===== config.mk =====
export PLATFORM = sky130hd
export DESIGN_NAME = mem_cmd_issuer_flat
export DESIGN_NICKNAME = d
export VERILOG_FILES = /design/src/rtl/mem_cmd_pkg.sv /design/src/rtl/mem_cmd_issuer_if.sv /design/src/rtl/cmd_tx_serializer.sv /design/src/rtl/mem_cmd_issuer.sv /design/src/flat_wrapper.sv
export SDC_FILE = /design/constraint.sdc
export NUM_CORES = 1
export LEC_CHECK = 0
export CORE_ASPECT_RATIO = 1.1
export CORE_MARGIN = 3
export CORE_UTILIZATION = 45
export DETAILED_ROUTE_END_ITERATION = 6
export HOLD_SLACK_MARGIN = 0.12
export PLACE_DENSITY = 0.72
export RECOVER_POWER = 25
export SLEW_MARGIN = 20
export SYNTH_ARGS = -nofsm -noshare
export SYNTH_HDL_FRONTEND = slang
export SYNTH_HIERARCHICAL = 1
export SYNTH_SLANG_ARGS = --single-unit
export TNS_END_PERCENT = 5

===== constraint.sdc =====
create_clock -name clk -period 3.1 [get_ports clk]
set_input_delay 0.62 -clock clk [delete_from_list [all_inputs] [get_ports clk]]
set_output_delay 0.62 -clock clk [all_outputs]
set_load 0.01 [all_outputs]

===== src/rtl/mem_cmd_pkg.sv =====
// Shared definitions for the memory command issuer: opcodes, module IDs,
// FSM state encoding, beat counts and header packing.
package mem_cmd_pkg;

   // Command opcodes
   localparam logic [1:0] RD_KEY  = 2'd0;
   localparam logic [1:0] RD_TEXT = 2'd1;
   localparam logic [1:0] WR_RES  = 2'd2;
   localparam logic [1:0] HASH_OP = 2'd3;

   // Module IDs on the command and ack buses
   localparam logic [1:0] MEM  = 2'd0;
   localparam logic [1:0] SHA  = 2'd1;
   localparam logic [1:0] AES  = 2'd2;
   localparam logic [1:0] CTRL = 2'd3;

   localparam int unsigned KEY_BYTES  = 32;
   localparam int unsigned TEXT_BYTES = 16;

   typedef enum logic [2:0] {
      StIdle,
      StHdr,
      StWdata,
      StRdata,
      StWaitAck,
      StRsp
   } state_e;

   // Header byte 0: {enc_dec, reserved 0, dest, source, opcode}
   function automatic logic [7:0] pack_header(input logic       enc_dec,
                                              input logic [1:0] dest,
                                              input logic [1:0] source,
                                              input logic [1:0] opcode);
      return {enc_dec, 1'b0, dest, source, opcode};
   endfunction

   // Data beats following the header; SHA results are a full 32-byte digest
   function automatic logic [5:0] beat_count(input logic [1:0] opcode,
                                             input logic [1:0] source);
      logic [5:0] n;
      case (opcode)
         RD_KEY:  n = 6'(KEY_BYTES);
         RD_TEXT: n = 6'(TEXT_BYTES);
         WR_RES:  n = (source == SHA) ? 6'(KEY_BYTES) : 6'(TEXT_BYTES);
         default: n = 6'd0;
      endcase
      return n;
   endfunction

endpackage


===== src/rtl/mem_cmd_issuer_if.sv =====
// Command request, tx/rx byte buses, ack bus and response of the issuer.
// master: the issuer itself; slave: the controller/bus side facing it.
interface mem_cmd_issuer_if;
   logic         cmd_valid;
   logic         cmd_ready;
   logic [1:0]   cmd_opcode;
   logic [1:0]   cmd_source;
   logic [1:0]   cmd_dest;
   logic         cmd_enc_dec;
   logic [23:0]  cmd_addr;
   logic [255:0] cmd_wdata;

   logic [7:0]   tx_data;
   logic         tx_valid;
   logic         tx_ready;

   logic [7:0]   rx_data;
   logic         rx_valid;
   logic         rx_ready;

   logic         ack_valid;
   logic [1:0]   ack_id;

   logic         rsp_valid;
   logic [255:0] rsp_data;
   logic         rsp_err;
   logic         busy;

   modport master (
      input  cmd_valid, cmd_opcode, cmd_source, cmd_dest, cmd_enc_dec, cmd_addr, cmd_wdata,
      input  tx_ready, rx_data, rx_valid, ack_valid, ack_id,
      output cmd_ready, tx_data, tx_valid, rx_ready, rsp_valid, rsp_data, rsp_err, busy
   );

   modport slave (
      output cmd_valid, cmd_opcode, cmd_source, cmd_dest, cmd_enc_dec, cmd_addr, cmd_wdata,
      output tx_ready, rx_data, rx_valid, ack_valid, ack_id,
      input  cmd_ready, tx_data, tx_valid, rx_ready, rsp_valid, rsp_data, rsp_err, busy
   );
endinterface


===== src/rtl/cmd_tx_serializer.sv =====
// Byte-wide valid/ready output stage: a load strobe presents a byte, which is
// held stable until the receiver accepts it; done_o flags the accepting cycle.
module cmd_tx_serializer (
   input  logic       clk,
   input  logic       rst_n,
   input  logic       load_i,
   input  logic [7:0] byte_i,
   input  logic       tx_ready_i,
   output logic       tx_valid_o,
   output logic [7:0] tx_data_o,
   output logic       done_o
);

   logic       valid_q, valid_d;
   logic [7:0] data_q, data_d;

   assign done_o     = valid_q && tx_ready_i;
   assign tx_valid_o = valid_q;
   assign tx_data_o  = data_q;

   // A load on the transfer cycle keeps valid high for back-to-back beats
   always_comb begin
      valid_d = valid_q;
      data_d  = data_q;
      if (load_i) begin
         valid_d = 1'b1;
         data_d  = byte_i;
      end else if (done_o) begin
         valid_d = 1'b0;
      end
   end

   // Output register; reset drops tx_valid immediately
   always_ff @(posedge clk or negedge rst_n) begin
      if (!rst_n) begin
         valid_q <= 1'b0;
         data_q  <= 8'h00;
      end else begin
         valid_q <= valid_d;
         data_q  <= data_d;
      end
   end

endmodule


===== src/rtl/mem_cmd_issuer.sv =====
// Memory command issuer: captures a command, sends header + address bytes,
// then streams write data or collects read data, and waits for the ack.
// Optional build macro MEM_CMD_ACK_TIMEOUT_EN bounds the ack wait.
module mem_cmd_issuer
   import mem_cmd_pkg::*;
#(
   parameter logic [1:0]  MY_ID       = CTRL,
   parameter int unsigned ACK_TIMEOUT = 1023
) (
   input logic              clk,
   input logic              rst_n,
   mem_cmd_issuer_if.master bus_io
);

   state_e       state_q, state_d;
   logic [5:0]   cnt_q, cnt_d;
   logic [5:0]   n_q, n_d;
   logic [1:0]   op_q, op_d;
   logic [23:0]  addr_q, addr_d;
   logic [255:0] wsh_q, wsh_d;
   logic [255:0] rsp_data_q, rsp_data_d;
   logic         ack_seen_q, ack_seen_d;
   logic         rsp_valid_q, rsp_valid_d;
   logic         rx_ready_q, rx_ready_d;
   logic         cmd_ready_q, cmd_ready_d;
   logic         busy_q, busy_d;

   logic         ld;
   logic [7:0]   ld_byte;
   logic         tx_done;
   logic         tx_valid;
   logic [7:0]   tx_data;
   logic         ack_hit;

`ifdef MEM_CMD_ACK_TIMEOUT_EN
   localparam int unsigned    ToW    = $clog2(ACK_TIMEOUT + 1);
   localparam logic [ToW-1:0] ToLast = ToW'(ACK_TIMEOUT - 1);
   logic [ToW-1:0] to_cnt_q, to_cnt_d;
   logic           rsp_err_q, rsp_err_d;
`endif

   cmd_tx_serializer u_tx (
      .clk        (clk),
      .rst_n      (rst_n),
      .load_i     (ld),
      .byte_i     (ld_byte),
      .tx_ready_i (bus_io.tx_ready),
      .tx_valid_o (tx_valid),
      .tx_data_o  (tx_data),
      .done_o     (tx_done)
   );

   // Next-state, capture, byte sequencing and ack tracking
   always_comb begin
      ack_hit    = bus_io.ack_valid && (bus_io.ack_id == MY_ID);
      state_d    = state_q;
      cnt_d      = cnt_q;
      n_d        = n_q;
      op_d       = op_q;
      addr_d     = addr_q;
      wsh_d      = wsh_q;
      rsp_data_d = rsp_data_q;
      ack_seen_d = ack_seen_q;
      ld         = 1'b0;
      ld_byte    = 8'h00;
`ifdef MEM_CMD_ACK_TIMEOUT_EN
      to_cnt_d   = '0;
      rsp_err_d  = rsp_err_q;
`endif
      case (state_q)
         StIdle: begin
            if (bus_io.cmd_valid) begin
               op_d       = bus_io.cmd_opcode;
               n_d        = beat_count(bus_io.cmd_opcode, bus_io.cmd_source);
               addr_d     = bus_io.cmd_addr;
               // Left-align 16-byte payloads so both sizes drain from the top byte
               wsh_d      = (n_d == 6'(KEY_BYTES)) ? bus_io.cmd_wdata
                                                   : {bus_io.cmd_wdata[127:0], 128'h0};
               rsp_data_d = '0;
               cnt_d      = '0;
               ld         = 1'b1;
               ld_byte    = pack_header(bus_io.cmd_enc_dec, bus_io.cmd_dest,
                                        bus_io.cmd_source, bus_io.cmd_opcode);
               state_d    = StHdr;
`ifdef MEM_CMD_ACK_TIMEOUT_EN
               rsp_err_d  = 1'b0;
`endif
            end
         end
         StHdr: begin
            if (ack_hit) ack_seen_d = 1'b1;
            if (tx_done) begin
               if (cnt_q == 6'd3) begin
                  cnt_d = '0;
                  if (op_q == WR_RES) begin
                     state_d = StWdata;
                     ld      = 1'b1;
                     ld_byte = wsh_q[255:248];
                     wsh_d   = {wsh_q[247:0], 8'h00};
                  end else if (op_q == HASH_OP) begin
                     state_d = StWaitAck;
                  end else begin
                     state_d = StRdata;
                  end
               end else begin
                  cnt_d   = cnt_q + 6'd1;
                  ld      = 1'b1;
                  ld_byte = addr_q[7:0];
                  addr_d  = {8'h00, addr_q[23:8]};
               end
            end
         end
         StWdata: begin
            if (ack_hit) ack_seen_d = 1'b1;
            if (tx_done) begin
               if (cnt_q == n_q - 6'd1) begin
                  cnt_d   = '0;
                  state_d = StWaitAck;
               end else begin
                  cnt_d   = cnt_q + 6'd1;
                  ld      = 1'b1;
                  ld_byte = wsh_q[255:248];
                  wsh_d   = {wsh_q[247:0], 8'h00};
               end
            end
         end
         StRdata: begin
            if (ack_hit) ack_seen_d = 1'b1;
            if (bus_io.rx_valid) begin
               rsp_data_d = {rsp_data_q[247:0], bus_io.rx_data};
               if (cnt_q == n_q - 6'd1) begin
                  cnt_d   = '0;
                  state_d = StWaitAck;
               end else begin
                  cnt_d = cnt_q + 6'd1;
               end
            end
         end
         StWaitAck: begin
            if (ack_seen_q || ack_hit) begin
               state_d = StRsp;
`ifdef MEM_CMD_ACK_TIMEOUT_EN
            end else if (to_cnt_q == ToLast) begin
               state_d   = StRsp;
               rsp_err_d = 1'b1;
            end else begin
               to_cnt_d = to_cnt_q + ToW'(1);
`endif
            end
         end
         StRsp: begin
            state_d    = StIdle;
            ack_seen_d = 1'b0;
         end
         default: state_d = StIdle;
      endcase

      rsp_valid_d = (state_d == StRsp);
      rx_ready_d  = (state_d == StRdata);
      cmd_ready_d = (state_d == StIdle);
      busy_d      = (state_d != StIdle);
   end

   // State and registered outputs
   always_ff @(posedge clk or negedge rst_n) begin
      if (!rst_n) begin
         state_q     <= StIdle;
         cnt_q       <= '0;
         n_q         <= '0;
         op_q        <= '0;
         addr_q      <= '0;
         wsh_q       <= '0;
         rsp_data_q  <= '0;
         ack_seen_q  <= 1'b0;
         rsp_valid_q <= 1'b0;
         rx_ready_q  <= 1'b0;
         cmd_ready_q <= 1'b1;
         busy_q      <= 1'b0;
      end else begin
         state_q     <= state_d;
         cnt_q       <= cnt_d;
         n_q         <= n_d;
         op_q        <= op_d;
         addr_q      <= addr_d;
         wsh_q       <= wsh_d;
         rsp_data_q  <= rsp_data_d;
         ack_seen_q  <= ack_seen_d;
         rsp_valid_q <= rsp_valid_d;
         rx_ready_q  <= rx_ready_d;
         cmd_ready_q <= cmd_ready_d;
         busy_q      <= busy_d;
      end
   end

`ifdef MEM_CMD_ACK_TIMEOUT_EN
   // Ack-wait timeout counter and error flag
   always_ff @(posedge clk or negedge rst_n) begin
      if (!rst_n) begin
         to_cnt_q  <= '0;
         rsp_err_q <= 1'b0;
      end else begin
         to_cnt_q  <= to_cnt_d;
         rsp_err_q <= rsp_err_d;
      end
   end

   assign bus_io.rsp_err = rsp_err_q;
`else
   assign bus_io.rsp_err = 1'b0;
`endif

   assign bus_io.tx_valid  = tx_valid;
   assign bus_io.tx_data   = tx_data;
   assign bus_io.rx_ready  = rx_ready_q;
   assign bus_io.rsp_valid = rsp_valid_q;
   assign bus_io.rsp_data  = rsp_data_q;
   assign bus_io.cmd_ready = cmd_ready_q;
   assign bus_io.busy      = busy_q;

endmodule


===== src/flat_wrapper.sv =====
// flat-port wrapper written by rule: the top's interface ports become plain ports
module mem_cmd_issuer_flat import mem_cmd_pkg::*;
#(
   parameter logic [1:0]  MY_ID       = CTRL,
   parameter int unsigned ACK_TIMEOUT = 1023
)
  (clk, rst_n, bus_io_cmd_valid, bus_io_cmd_opcode, bus_io_cmd_source, bus_io_cmd_dest, bus_io_cmd_enc_dec, bus_io_cmd_addr, bus_io_cmd_wdata, bus_io_tx_ready, bus_io_rx_data, bus_io_rx_valid, bus_io_ack_valid, bus_io_ack_id, bus_io_cmd_ready, bus_io_tx_data, bus_io_tx_valid, bus_io_rx_ready, bus_io_rsp_valid, bus_io_rsp_data, bus_io_rsp_err, bus_io_busy);
  mem_cmd_issuer_if bus_io_i ();
  input logic clk;
  input logic rst_n;
  input wire logic [$bits(bus_io_i.cmd_valid)-1:0] bus_io_cmd_valid;
  input wire logic [$bits(bus_io_i.cmd_opcode)-1:0] bus_io_cmd_opcode;
  input wire logic [$bits(bus_io_i.cmd_source)-1:0] bus_io_cmd_source;
  input wire logic [$bits(bus_io_i.cmd_dest)-1:0] bus_io_cmd_dest;
  input wire logic [$bits(bus_io_i.cmd_enc_dec)-1:0] bus_io_cmd_enc_dec;
  input wire logic [$bits(bus_io_i.cmd_addr)-1:0] bus_io_cmd_addr;
  input wire logic [$bits(bus_io_i.cmd_wdata)-1:0] bus_io_cmd_wdata;
  input wire logic [$bits(bus_io_i.tx_ready)-1:0] bus_io_tx_ready;
  input wire logic [$bits(bus_io_i.rx_data)-1:0] bus_io_rx_data;
  input wire logic [$bits(bus_io_i.rx_valid)-1:0] bus_io_rx_valid;
  input wire logic [$bits(bus_io_i.ack_valid)-1:0] bus_io_ack_valid;
  input wire logic [$bits(bus_io_i.ack_id)-1:0] bus_io_ack_id;
  output wire logic [$bits(bus_io_i.cmd_ready)-1:0] bus_io_cmd_ready;
  output wire logic [$bits(bus_io_i.tx_data)-1:0] bus_io_tx_data;
  output wire logic [$bits(bus_io_i.tx_valid)-1:0] bus_io_tx_valid;
  output wire logic [$bits(bus_io_i.rx_ready)-1:0] bus_io_rx_ready;
  output wire logic [$bits(bus_io_i.rsp_valid)-1:0] bus_io_rsp_valid;
  output wire logic [$bits(bus_io_i.rsp_data)-1:0] bus_io_rsp_data;
  output wire logic [$bits(bus_io_i.rsp_err)-1:0] bus_io_rsp_err;
  output wire logic [$bits(bus_io_i.busy)-1:0] bus_io_busy;
  assign bus_io_i.cmd_valid = bus_io_cmd_valid;
  assign bus_io_i.cmd_opcode = bus_io_cmd_opcode;
  assign bus_io_i.cmd_source = bus_io_cmd_source;
  assign bus_io_i.cmd_dest = bus_io_cmd_dest;
  assign bus_io_i.cmd_enc_dec = bus_io_cmd_enc_dec;
  assign bus_io_i.cmd_addr = bus_io_cmd_addr;
  assign bus_io_i.cmd_wdata = bus_io_cmd_wdata;
  assign bus_io_i.tx_ready = bus_io_tx_ready;
  assign bus_io_i.rx_data = bus_io_rx_data;
  assign bus_io_i.rx_valid = bus_io_rx_valid;
  assign bus_io_i.ack_valid = bus_io_ack_valid;
  assign bus_io_i.ack_id = bus_io_ack_id;
  assign bus_io_cmd_ready = bus_io_i.cmd_ready;
  assign bus_io_tx_data = bus_io_i.tx_data;
  assign bus_io_tx_valid = bus_io_i.tx_valid;
  assign bus_io_rx_ready = bus_io_i.rx_ready;
  assign bus_io_rsp_valid = bus_io_i.rsp_valid;
  assign bus_io_rsp_data = bus_io_i.rsp_data;
  assign bus_io_rsp_err = bus_io_i.rsp_err;
  assign bus_io_busy = bus_io_i.busy;
  mem_cmd_issuer #(.MY_ID(MY_ID), .ACK_TIMEOUT(ACK_TIMEOUT)) u_core (.clk(clk), .rst_n(rst_n), .bus_io(bus_io_i));
endmodule

==> results.json <==
{
  "synth.top_cells.by_count": "sky130_fd_sc_hd__nand2_1, sky130_fd_sc_hd__dfrtp_1, sky130_fd_sc_hd__o21ai_0, sky130_fd_sc_hd__mux2_4, sky130_fd_sc_hd__mux2i_1",
  "holdPathStages": 1,
  "total_die_area_um2": 62800,
  "area_growth_pct": 32.0,
  "syn_inst_count": 2545,
  "finalClockSkew_ns": 0.0169,
  "run_status": "finished, violations left",
  "setup.worst_path.start": "u_core/state_q[1]$_DFF_PN0_",
  "cts_tree": "built",
  "synth_top_area_share_pct": 52.2,
  "tns_ns": 0,
  "syn-mean-instance-area_um2": 10.6,
  "ir_drop_mv": 0.535,
  "drt-initial-drc-count": 1576,
  "setup_repair_after_global_routing_missed_its_margin": "false",
  "p_int_mw": 18.5,
  "final_layout_size_suffix_gt1_share_pct": 13.5,
  "max-clock-path-buffers": 3,
  "fp.dieH_um": 263,
  "ys_seq_area_share_pct": 52.3,
  "timing_worst_slew_pin_value_ns": 1.91,
  "power_density_nw_per_um2": 793,
  "criticalPathCategory": "reg2reg",
  "rr_worst_depth": 7,
  "power.switching_fraction_pct": 34.3,
  "detailroute.via_count": 21000,
  "final_nets": 3355,
  "hold_path_class": "reg2reg",
  "synth_top_flop_cell": "sky130_fd_sc_hd__dfrtp_1",
  "post_synth_main_area_contributors": "sky130_fd_sc_hd__dfrtp_1, sky130_fd_sc_hd__mux2_4, sky130_fd_sc_hd__nand2_1, sky130_fd_sc_hd__o21ai_0, sky130_fd_sc_hd__mux2i_1",
  "i_o_buffers": 571,
  "grt.overflow.total": 0,
  "netlist_area_um2": 26900,
  "initial_core_util_pct": 45.7,
  "grt_pass1_vias": 21400,
  "ant_nets": 0,
  "static-leakage-power_nw": 15.9,
  "critical_path.reg2reg.endpoint": "u_core/wsh_q[191]$_DFFE_PN0P_",
  "setup.reg_to_reg.worst_slack_ns": 0.44,
  "slew_viol_final": 55,
  "cts_hold_buffers": 1,
  "synth.yosys.warnings": 6,
  "crit-reg2reg-launch": "u_core/state_q[1]$_DFF_PN0_",
  "numPlacedInstances": 3751,
  "final.fill_count": 4739,
  "final_critical_path_setup_slack_ns": 0.442,
  "grt_pass1_wl_um": 124000,
  "cp-start-kind": "flip-flop",
  "grt_antenna_before_repair": 13,
  "relSlewSlack_pct": -27.4,
  "cap_violations": 1,
  "ys_seq_elements": 563,
  "ioPinCount": 573,
  "synth_enable_flop_cells": 0,
  "totalWireLength_um": 80700,
  "cts_made_buffers": 57,
  "power_frac_clock_pct": 24.9,
  "share_comb_of_total_power_pct": 38.5,
  "drcViolationCount": 0,
  "power.sequential.fraction_pct": 36.6,
  "cp_data_arrival_time_ns": 3.15,
  "first_pass_iters": 5,
  "ctsHtreeMaxLevel": 2,
  "report.final.hold_viol_count": 0,
  "min_from": "u_core/wsh_q[176]$_DFFE_PN0P_",
  "endpoint_kind": "flip-flop",
  "placement_rows": 93,
  "min_period_over_period_pct": 85.7,
  "root_buffer": "sky130_fd_sc_hd__clkbuf_16",
  "cts.clk_slew.worst_paths_ns": 0.06,
  "final.min_clock_period_ns": 2.66,
  "p_sw_mw": 9.67,
  "post_cts.resized_instances": 0,
  "finalSetupViolCount": 0,
  "yosys.cell_count.top_type": "sky130_fd_sc_hd__nand2_1",
  "gp_routability_congestion": 0.895,
  "synthDistinctLibCells": 46,
  "grt_max_degree": 117,
  "failed_checks": "max-capacitance violations, max-slew violations",
  "place_ws_ns": 0.186,
  "insertion_delay_ns": 0.59,
  "cts_post_setup_buffers_inserted": 0,
  "routedWlPerCell_um": 20.9,
  "min_delay_worst_endpoint": "u_core/wsh_q[176]$_DFFE_PN0P_",
  "die-width_um": 239,
  "dpl.hpwl_um": 59900,
  "clock.fmax_ghz": 0.376,
  "routed_via_density": 5.43,
  "mappedNetlistNets": 2849,
  "track_usage_pct": 25.1,
  "path_max_fanout": 52,
  "most_area_hungry_cell_type_in_the_yosys_netlist": "sky130_fd_sc_hd__dfrtp_1",
  "required_ns": 3.59,
  "finalNonFillerCells": 3860,
  "cts_sinks": 563,
  "asyncSetResetFlopFracSynth_pct": 100,
  "standard_cell_core_area_um2": 58900
}
flip-flops by register name (all words and copies together) (netlist names):
name / flops
u_core/u_tx/tx_valid_o: 1
u_core/n_q: 2
u_core/u_tx/tx_data_o: 8
u_core/cnt_q: 6
u_core/bus_io.busy: 1
u_core/op_q: 2
u_core/ack_seen_q: 1
u_core/bus_io.rsp_valid: 1
u_core/wsh_q: 256
u_core/bus_io.rx_ready: 1
u_core/addr_q: 24
u_core/bus_io.rsp_data: 256
u_core/bus_io.cmd_ready: 1
u_core/state_q: 3
cell type report:
cell class,count,area [µm²],area share (%)
sequential,563,14100,39.7
multi-input combinational,1755,11800,33.2
timing repair buffer,651,6710,18.9
clock buffer,82,1630,4.59
tap,760,951,2.68
clock inverter,22,264,0.743
inverter,23,86.3,0.243
antenna,4,10.0,0.0282
critical path: stages (launching register included):
cell,delay [ns]
sky130_fd_sc_hd__dfrtp_1,0.56
sky130_fd_sc_hd__nand2b_1,0.26
sky130_fd_sc_hd__nand2b_1,0.24
sky130_fd_sc_hd__nor3_1,0.23
sky130_fd_sc_hd__a2111o_2,0.18
sky130_fd_sc_hd__buf_12,0.25
sky130_fd_sc_hd__buf_12,0.38
sky130_fd_sc_hd__mux2_2,0.38
power groups by stage:
stage / Clock [mW] / Combinational [mW] / Sequential, mW
after detailed placement: 0 / 10.8 / 10.3
final: 7.02 / 10.8 / 10.3
after CTS: 7.19 / 10.9 / 10.3
after global placement: 0 / 10.6 / 10.3
after global routing: 7.48 / 11.7 / 10.5
after floorplan: 0 / 7.96 / 9.93
cells by family (layout without fill, tap and decap cells):
group           count (synthesis)  count (layout)  synth area share [%]
simple gates                  748             748                  10.8
mux                           406             406                  19.5
other cells                     1               5                0.0139
buf+inv                       227             778                  4.04
fa+ha+maj                       1               1                0.0465
flops                         563             563                  52.3
xor+xnor                        2               2                0.0651
compound gates                597             597                  13.2
routing by layer:
metal	global-route usage, %	vias to the layer above	share of wire (%)
met5	0	-	0.16
met3	5.62	151	6.9
met1	32.2	10300	41
met2	42.2	769	49
met4	7.99	18	3.4
li1	-	9751	-
worst max path at each step:
stage | endpoint | depth (start not counted)
CTS | u_core/wsh_q[191]$_DFFE_PN0P_ | 7
finish | u_core/wsh_q[191]$_DFFE_PN0P_ | 7
global placement | u_core/wsh_q[238]$_DFFE_PN0P_ | 7
floorplan | u_core/wsh_q[128]$_DFFE_PN0P_ | 7
detailed placement | u_core/wsh_q[211]$_DFFE_PN0P_ | 8
global route | u_core/bus_io.rsp_data[98]$_DFFE_PN0P_ | 3
layout by cell type, fill, tap and decap left out, types with 11 or more instances in the layout:
cell type                         count
sky130_fd_sc_hd__clkdlybuf4s50_1    569
sky130_fd_sc_hd__inv_1               23
sky130_fd_sc_hd__dfrtp_1            562
sky130_fd_sc_hd__a22o_1             121
sky130_fd_sc_hd__clkbuf_16           57
sky130_fd_sc_hd__clkbuf_8            11
sky130_fd_sc_hd__a21oi_1             35
sky130_fd_sc_hd__buf_4               42
sky130_fd_sc_hd__mux2_1              17
sky130_fd_sc_hd__a21o_1              11
sky130_fd_sc_hd__nor2_1              43
sky130_fd_sc_hd__mux2i_1            147
sky130_fd_sc_hd__mux2_2              13
sky130_fd_sc_hd__nand2_1            663
sky130_fd_sc_hd__buf_12              33
sky130_fd_sc_hd__o21ai_0            392
sky130_fd_sc_hd__clkbuf_1            18
sky130_fd_sc_hd__mux2_4             229
sky130_fd_sc_hd__clkinv_2            15
stage by stage:
stage / cell area, µm² / power (mW) / utilization, % / hold WS [ns]
after floorplan: 26900 / 17.9 / - / 0.324
after global placement: 33600 / 20.9 / 57.1 / 0.462
after detailed placement: 33600 / 21.2 / 57.1 / 0.479
after CTS: 35600 / 28.3 / 60.4 / 0.493
after global routing: 35500 / 29.7 / 60.3 / 0.508
final: 35500 / 28.2 / 60.4 / 0.492
(Power assumes the default switching activity.)
==> variant 1 (config.mk and constraints unchanged) <==
Build with the macro `MEM_CMD_ACK_TIMEOUT_EN` defined.
--- a/src/rtl/mem_cmd_issuer.sv
+++ b/src/rtl/mem_cmd_issuer.sv
@@ -1,6 +1,8 @@
 // Memory command issuer: captures a command, sends header + address bytes,
 // then streams write data or collects read data, and waits for the ack.
 // Optional build macro MEM_CMD_ACK_TIMEOUT_EN bounds the ack wait.
+`define MEM_CMD_ACK_TIMEOUT_EN
+
 module mem_cmd_issuer
    import mem_cmd_pkg::*;
 #(
Function: not settled (the Yosys comparison gave no result); the edit may change what the design does.
==> variant 1 against the unedited design <==
- wire length increased by 3.9%
- hold slack got worse by 0.011 ns
- design area decreased by 0.92%
- power decreased by 1.7%
- largest cell class unchanged
- clock power increased by 2%
- the flow still finishes with violations (capacitance limit, slew limit)
- worst setup slack improved by 0.038 ns
- cell count increased by 1.1%
- synthesized area decreased by 0.87%
- sequential cell count increased by 11
==> variant 1: results <==
metrics = {
    "status": {
        "violations": "capacitance limit, slew limit",
        "outcome": "complete, but fails checks",
    },
    "global_route": {
        "grt_util_all_layers_pct": 26.15,
        "grt_pass1_vias": 21590,
        "antenna_found_initial": 10,
        "grt_pass1_wl_mm": 126.8,
    },
    "sta": {
        "slew_violations": 61,
        "relSlewSlack_pct": -37.59,
        "skew_ns": 0.02093,
    },
    "critical_path": {
        "ff2ff_setup_slack_ns": 0.48,
        "r2r_start": "u_core/cnt_q[0]",
        "worstReg2RegEnd": "u_core/u_tx/tx_data_o[4]",
    },
    "power_and_ir_drop": {
        "p_int_mw": 17.56,
        "p_leak_nw": 15.31,
        "vdd_drop_max_uv": 865.1,
    },
    "final_layout": {
        "layout.cells.non_filler": 3902,
        "fillers": 4794,
        "drive_above_1_share_pct": 7.300,
    },
    "logic_synthesis": {
        "seq_area_frac_synth_pct": 53.82,
        "synth_nets": 2897,
        "synth.distinct_cells": 51,
        "synth_common_cells": "nand2_1 (707), dfrtp_1 (573), o21ai_0 (302), mux2_1 (206), mux2i_1 (140)",
    },
    "placed_design": {
        "place_inst": 3788,
        "place_congestion": 0.9323,
        "dp_hpwl_mm": 60.42,
        "port_buffers": 572,
    },
    "min_path": {
        "hp-start": "u_core/bus_io.rsp_data[255]",
        "min_delay_path_depth": 2,
        "worst_hold_path.endpoint": "u_core/bus_io.rsp_data[255]",
    },
    "job": {
        "cap_violations": 1,
    },
    "clocking": {
        "cts_buffers": 59,
    },
    "detailed_routing": {
        "wl_per_cell_microns": 21.50,
    },
}
-- variant 1: cell types whose count changed in the layout (fill, tap and decap cells not counted), sizes merged, moves of 10 or more --
| cell | before | now |
|---|---|---|
| nand2 | 663 | 707 |
| a21oi | 36 | 5 |
| a31oi | 5 | 21 |
| buf | 75 | 61 |
| o21ai | 396 | 408 |
| dfrtp | 562 | 573 |
| inv | 24 | 34 |
-- variant 1: worst max-delay path, cell delays in order, from the launching register on --
cell and delay [ns]:
dfrtp_1 0.38, ha_1 0.20, or4b_4 0.51, or2_2 0.30, o311a_1 0.35, a21o_1 0.38, mux2_4 0.38
-- variant 1: layer usage --
metal,wire length [microns],part of all wire (%),global-route usage [%]
met1,32490,39,31.52
met2,41100,49,44.43
met3,7122,8.5,8.162
met4,3119,3.7,9.308
met5,64,0.076,0
-- variant 1: through the flow --
stage	hold slack (ns)	util, %	setup WS, ns	power (mW)	instance area (sq um)
2_1_floorplan	0.3244	-	0.7308	17.34	26690
3_3_place_gp	0.4633	56.68	0.1498	20.21	33240
3_5_place_dp	0.4715	56.68	0.1318	20.52	33240
4_1_cts	0.4861	60.04	0.4958	27.81	35210
5_1_grt	0.5021	60.03	0.2241	29.24	35210
6_report	0.4815	60.03	0.4803	27.68	35210
-- variant 1: cells by family (layout without fill, tap and decap cells) --
family                     Yosys count  in the layout  share of synthesized area (%)
DFF                                574            574                          53.82
adders and majority gates            3              3                         0.1406
other                                0              5                              0
xor gates and xnor gates            11             11                         0.3610
and+or+nand+nor                    795            795                          11.67
AOI/OAI and AO/OA                  579            579                          12.96
buffers and inverters              231            777                          4.350
muxes                              398            398                          16.70
-- variant 1: final cells by class --
cell class	instances	area share, %
inverter	32	0.3412
tap	760	2.701
timing repair buffer	637	18.72
multi-input combinational	1786	31.82
clock buffer	92	5.142
sequential	574	40.80
clock inverter	16	0.4371
antenna	5	0.03554
-- variant 1: how the worst max path moves through the flow --
stage	end	slack, ns
global placement	u_core/wsh_q[241]	0.15
detailed placement	u_core/wsh_q[241]	0.13
floorplan	u_core/u_tx/tx_data_o[0]	0.73
finish	u_core/u_tx/tx_data_o[4]	0.48
CTS	u_core/u_tx/tx_data_o[4]	0.50
global route	u_core/wsh_q[12]	0.22
-- variant 1: power groups by stage --
stage	combinational [mW]	clock, mW	sequential (mW)
after floorplan	7.42	0	9.92
after global placement	10.0	0	10.2
after detailed placement	10.3	0	10.3
after CTS	10.3	7.34	10.1
after global routing	11.3	7.61	10.3
final	10.3	7.19	10.2
==> variant 2 (same flow settings) <==
Made on the original files. Take the reset off `rsp_data_q` and load it in a clocked block of its own.
--- a/src/rtl/mem_cmd_issuer.sv
+++ b/src/rtl/mem_cmd_issuer.sv
@@ -170,7 +170,6 @@
          op_q        <= '0;
          addr_q      <= '0;
          wsh_q       <= '0;
-         rsp_data_q  <= '0;
          ack_seen_q  <= 1'b0;
          rsp_valid_q <= 1'b0;
          rx_ready_q  <= 1'b0;
@@ -183,13 +182,16 @@
          op_q        <= op_d;
          addr_q      <= addr_d;
          wsh_q       <= wsh_d;
-         rsp_data_q  <= rsp_data_d;
          ack_seen_q  <= ack_seen_d;
          rsp_valid_q <= rsp_valid_d;
          rx_ready_q  <= rx_ready_d;
          cmd_ready_q <= cmd_ready_d;
          busy_q      <= busy_d;
       end
+   end
+
+   always_ff @(posedge clk) begin
+      rsp_data_q <= rsp_data_d;
    end
 
 `ifdef MEM_CMD_ACK_TIMEOUT_EN
Check against the original RTL: not settled (the Yosys comparison gave no result); the edit may change what the design does.
==> variant 2 against the unedited design <==
- the run still ends with capacitance limit, slew limit left
- largest cell class unchanged
- design area decreased by 3.9%
- wire length decreased by 1.6%
- sequential cell count unchanged
- synthesized cell count decreased by 16%
- worst setup slack got worse by 0.31 ns
- synthesized area decreased by 4.9%
- power increased by 10%
- critical endpoint is now u_core/wsh_q[163]
==> variant 2: results <==
metrics = {
    "logic_synthesis": {
        "synth-async-reset-ratio_pct": 54.53,
        "synth_top_area_share_pct": 30.03,
        "seq_area_frac_synth_pct": 60.05,
        "synth.distinct_cells": 50,
        "synth.area.top_cells": "edfxtp_1 (30%), dfrtp_1 (30%), and3_1 (6.4%)",
        "synth_compound_area_share_pct": 17.92,
        "synth_nets": 2440,
        "synth-xor-area-share_pct": 0.1026,
        "synth_common_cells": "dfrtp_1 (306), and3_1 (261), edfxtp_1 (256), nand2_1 (177), clkbuf_1 (154)",
        "synthAdderAreaFrac_pct": 0.04888,
    },
    "critical_path": {
        "crit_fanout": 68,
        "crit_end": "u_core/wsh_q[163]",
        "crit_start": "u_core/state_q[0]",
        "ff2ff_path_depth": 8,
        "ff2ff_setup_slack_ns": 0.13,
        "cp.arrival_ns": 3.52,
    },
    "sta": {
        "fin_crit_ns": 2.970,
        "slew_violations": 70,
        "skew_ns": 0.01546,
        "tightest_slew_ns": 2.124,
        "whs_ns": 0.4781,
    },
    "power_and_ir_drop": {
        "p_leak_nw": 14.75,
        "vdd_drop_max_uv": 728.2,
    },
    "clocking": {
        "clk_latency_ns": 0.61,
        "cts_buffers": 58,
    },
    "detailed_routing": {
        "drt_iter0_drc": 1708,
        "viasPerCell": 5.672,
        "wl_per_cell_microns": 23.16,
    },
    "global_route": {
        "grt_pass1_wl_mm": 119.2,
        "antenna_found_initial": 10,
        "grt_util_all_layers_pct": 25.69,
        "grt_pass1_vias": 19788,
    },
    "min_path": {
        "worst_hold_path.endpoint": "u_core/wsh_q[145]",
    },
    "status": {
        "outcome": "complete, but fails checks",
        "violations": "capacitance limit, slew limit",
    },
    "placed_design": {
        "pre_cts_slack_ns": -0.1046,
        "place_area_sq_um": 32160,
        "place_congestion": 0.9038,
    },
    "final_layout": {
        "drive_above_1_share_pct": 10.59,
        "fin_nets": 2936,
    },
    "job": {
        "cap_violations": 1,
    },
}
variant 2: cell count changes in the layout (fill, tap and decap cells not counted), moves of 120 or more:
cell	before	now
nand2_1	663	176
and3_1	4	261
dfrtp_1	562	305
edfxtp_1	0	256
o21ai_0	392	150
mux2_4	229	8
a21o_1	11	133
a22oi_1	0	120
variant 2: power by group:
| part | total, mW | switching, mW | internal [mW] |
|---|---|---|---|
| clock | 7.27 | 2.94 | 4.33 |
| combinational | 11.4 | 6.73 | 4.69 |
| sequential | 12.4 | 1.72 | 10.7 |
| total | 31.1 | 11.4 | 19.7 |
variant 2: logic make-up after synthesis:
| group | Yosys count |
|---|---|
| adders and majority gates | 1 |
| DFF | 563 |
| other | 1 |
| xor gates and xnor gates | 3 |
| AOI/OAI and AO/OA | 586 |
| muxes | 157 |
| and+or+nand+nor | 616 |
| buffers and inverters | 209 |
variant 2: cell type report:
class / instances / area, sq um
clock inverters: 29 / 344.1
fillers: 4433 / 21980
repair buffers: 637 / 6466
clock buffers: 81 / 1660
inverters: 8 / 30.03
flip-flops and latches: 563 / 15370
multi-input cells: 1364 / 9338
well taps: 744 / 930.9
diodes: 4 / 10.01
variant 2: through the flow:
step | power, mW | cells
after floorplan | 19.13 | 2136
after global placement | 23.58 | 3315
after detailed placement | 23.91 | 3315
after CTS | 31.23 | 3426
after global routing | 32.81 | 3429
final | 31.12 | 3430
variant 2: worst max-delay path, stage by stage (launching register included):
cell	delay, ns
dfrtp_4	0.58
xor2_1	0.23
buf_4	0.17
a211oi_1	0.79
o211ai_4	0.16
buf_12	0.26
buf_12	0.22
a211oi_2	0.32
a21o_1	0.12
variant 2: metal layers:
layer	part of all wire, %	track usage, %	up-vias
met2	50	43.84	765
met5	0.076	0	-
met3	8.0	6.244	155
li1	-	-	8867
met1	38	31.74	9659
met4	3.6	9.133	8
